## config.mk

```make
export PLATFORM = sky130hd
export DESIGN_NAME = bus_tristate
export DESIGN_NICKNAME = d
export VERILOG_FILES = /design/src/rtl/bus_tristate.sv
export SDC_FILE = /design/constraint.sdc
export NUM_CORES = 1
export LEC_CHECK = 0
export CORE_AREA = 4 4 70 72
export CTS_CLUSTER_DIAMETER = 60
export CTS_CLUSTER_SIZE = 8
export DETAILED_ROUTE_END_ITERATION = 8
export DIE_AREA = 0 0 74 76
export PLACE_DENSITY = 0.81
export SYNTH_ARGS = -nofsm -noshare
export SYNTH_HDL_FRONTEND = slang
export SYNTH_SLANG_ARGS = --single-unit
```

## constraint.sdc

```tcl
create_clock -name clk -period 1 [get_ports clk]
set_clock_uncertainty 0.1 [all_clocks]
set_input_delay 0.15 -clock clk [delete_from_list [all_inputs] [get_ports clk]]
set_output_delay 0.15 -clock clk [all_outputs]
set_load 0.01 [all_outputs]
```

## src/rtl/bus_tristate.sv

```systemverilog
// bus_tristate: one-of-N lane selector onto a shared internal bus, registered
// and broadcast to every output lane.
module bus_tristate #(
  parameter int NUM_INPUT  = 8,
  parameter int NUM_OUTPUT = 8,
  parameter int SEL_BIT    = 3,
  parameter int DATA_WIDTH = 8
) (
  input  logic                             clk,
  input  logic                             rst_n,
  input  logic [NUM_INPUT*DATA_WIDTH-1:0]  data_in,
  input  logic [SEL_BIT-1:0]               sel_in,
  output logic [NUM_OUTPUT*DATA_WIDTH-1:0] data_out
);
  logic [NUM_INPUT-1:0]  drv_en;
  logic [DATA_WIDTH-1:0] bus_d, bus_q;
  // Tri-state bus realised as one-hot AND-OR; no enable means the bus reads zero.
  for (genvar i = 0; i < NUM_INPUT; i++) begin : g_drv
    assign drv_en[i] = int'(sel_in) == i;
  end
  always_comb begin
    bus_d = '0;
    for (int i = 0; i < NUM_INPUT; i++)
      bus_d = bus_d | (drv_en[i] ? data_in[i*DATA_WIDTH +: DATA_WIDTH] : '0);
  end
  always_ff @(posedge clk or negedge rst_n)
    if (!rst_n) bus_q <= '0;
    else bus_q <= bus_d;
  assign data_out = {NUM_OUTPUT{bus_q}};
endmodule

```

==> flow_metrics.tcl <==
set metrics [dict create \
    outcome "finished, violations left" \
    violations "negative setup slack" \
    cts_setup_buffers 0 \
    synthTopCellsByCount "buf_4, mux4_1, dfrtp_1, mux2_2" \
    post-dp-hpwl_mm 2.901 \
    cts_buffer_depth 2 \
    slowest_stage "mux4_2" \
    synth_xor_area_share_pct 0 \
    ys.warnings.count 0 \
    synth_top_family_by_area "multiplexers" \
    vias 951 \
    synth_area_leaders "buf_4, mux4_1, dfrtp_1" \
    timing.final.crit_share_pct 114.1 \
    yosys-mux-area-fraction_pct 43.27 \
    cts_buffers 3 \
    die-area_um2 5624 \
    finish.utilization_pct 52.21 \
    netlist_instances 93 \
    gp_congestion 0.6292 \
    path_clk_slew_ns 0.04 \
    stdcell_area_um2 2242 \
    chipWidth_um 74 \
    drive_gt1_share_pct 62.07 \
    async_reset_ff_share_pct 100.0 \
    drtAntennaViolNets 0 \
    grt_pass1_vias 1003 \
    grt_max_degree 9 \
    cts-root-buf "clkbuf_8" \
    die_h_um 76 \
    leakage_nw 1.077 \
    syn_avg_cell_area_um2 12.59 \
    hold_path.class "input pin to asynchronous set/reset pin" \
    hold_viol_final 0 \
    wl_mm 3.463 \
    viasPerCell 4.208 \
    rsz0062_at_grt "yes" \
    port_buffers 132 \
    synth_seq_area_share_pct 17.09 \
    num_rows 24 \
    routedWlPerCell_um 15.32 \
    ioPinCount 133 \
    fillers 373 \
    start_util_pct 27.27 \
    grt_pass1_wl_mm 5.112 \
    clock-sinks 8 \
    layout_min_cycle_time_ns 1.141 \
    cp.arrival_ns 1.14 \
    max_freq_mhz 876.5 \
    worstMarginPinSlew_ns 0.2349 \
    setup_violations 72 \
    slew_viol_final 0 \
    cp_cell_sequence "buf_8, buf_12, mux4_2, mux2_4" \
    cts_hold_buf 0 \
    grt-ovfl-total 0 \
    core_um2 4294 \
    worstPathRequired_ns 1.00 \
    drt-initial-drc-count 16 \
    path_class "input pin to register" \
    syn2layout_area_growth_pct 91.45 \
    synth_top_cell_area_share_pct 35.90 \
    synth_adder_area_share_pct 0 \
    ir_worst_vdd_uv 382.7 \
    syn-num-nets 162 \
    maxCapViolCount 0 \
    crit_fanout 8 \
    endpoint_kind "register" \
    crit_end "bus_q[3]" \
    largest_reg_flops 8 \
    drc 0 \
    synth_area_leader_cell "buf_4" \
    ys_seq_elements 8 \
    p_per_area_nw_per_um2 995.7 \
    slowest_delay_ns 0.49 \
    nets 245 \
    startpoint "sel_in[0]" \
    cts_tree "yes" \
    synth_compound_area_share_pct 0 \
    top_regs "bus_q (8)" \
    slew_headroom_pct 84.34 \
    grtUsageTotal_pct 11.69 \
    post_dp_cell_area_um2 2135 \
    n_antenna_cell 0 \
    synth_edf_count 0 \
    synthFlopType "dfrtp_1" \
    critPathLaunchType "input pin" \
    total_power_mw 2.233 \
    synth_area_um2 1171 \
    synth-simple-area-share_pct 0 \
    drt_pre_antenna_iters 4 \
    setup_ws_ns -0.1409 \
    htreeDepth 1 \
    grt_antenna_before_repair 0 \
    top_register "bus_q" \
    yosys.cell_types.count 10 \
    synth.most_common_cell "buf_4" \
]
-- area by class of cell --
| type | instances | area, um2 | area share, % |
|---|---|---|---|
| timing repair buffer | 139 | 1445 | 64.45 |
| multi-input combinational | 24 | 480.5 | 21.43 |
| tap | 52 | 65.06 | 2.902 |
| clock buffer | 3 | 41.29 | 1.842 |
| sequential | 8 | 210.2 | 9.375 |
-- placed cells by master, fill, tap and decap left out --
cell type / Yosys / layout
buf_2: 1 / 2
buf_8: 0 / 1
dfrtp_2: 0 / 8
clkbuf_8: 0 / 3
buf_16: 0 / 2
clkdlybuf4s50_1: 0 / 2
buf_4: 56 / 2
mux2_4: 0 / 8
mux4_2: 1 / 16
dlygate4sd2_1: 0 / 64
clkdlybuf4s15_2: 0 / 1
buf_6: 1 / 62
buf_12: 1 / 3
-- metal layers --
layer	vias to the layer above	global-route usage, %	wire (um)
li1	439	-	-
met1	432	13.95	1280
met2	78	20.21	1697
met3	2	3.034	458
met4	0	3.261	27
met5	-	0	0
-- metrics by stage --
step	setup TNS, ns	cells	hold WS (ns)	setup slack (ns)
detailed placement	-25.39	221	0.3585	-0.9087
floorplan	-2.743	93	-0.2456	-0.3429
finish	-8.004	226	0.1094	-0.1409
CTS	-6.850	226	0.1166	-0.1561
global route	-10.16	226	0.1255	-0.1675
global placement	-24.63	221	0.3601	-0.8782
-- power breakdown --
part | internal, mW | total [mW] | switching (mW)
combinational | 0.919 | 1.33 | 0.412
sequential | 0.374 | 0.519 | 0.144
clock | 0.260 | 0.383 | 0.122
-- logic make-up (layout without fill, tap and decap cells) --
kind of cell	after synthesis	after routing
buf+inv	61	142
flops	8	8
mux	24	24
-- timing repair --
item	in CTS	in global routing
gates cloned	2	0
gates resized for setup	379	40
setup endpoints to repair	72	72
-- worst min-delay path by stage --
stage | startpoint | to | slack [ns]
2_1_floorplan | rst_n | bus_q[0] | -0.25
3_3_place_gp | rst_n | bus_q[6] | 0.36
3_5_place_dp | rst_n | bus_q[6] | 0.36
4_1_cts | rst_n | bus_q[6] | 0.12
5_1_grt | rst_n | bus_q[6] | 0.13
6_report | rst_n | bus_q[6] | 0.11
-- critical path: cells and delay by family --
family,cells,cell delay [ns]
mux,2,0.76
buf+inv,2,0.22
(Power assumes the default switching activity.)
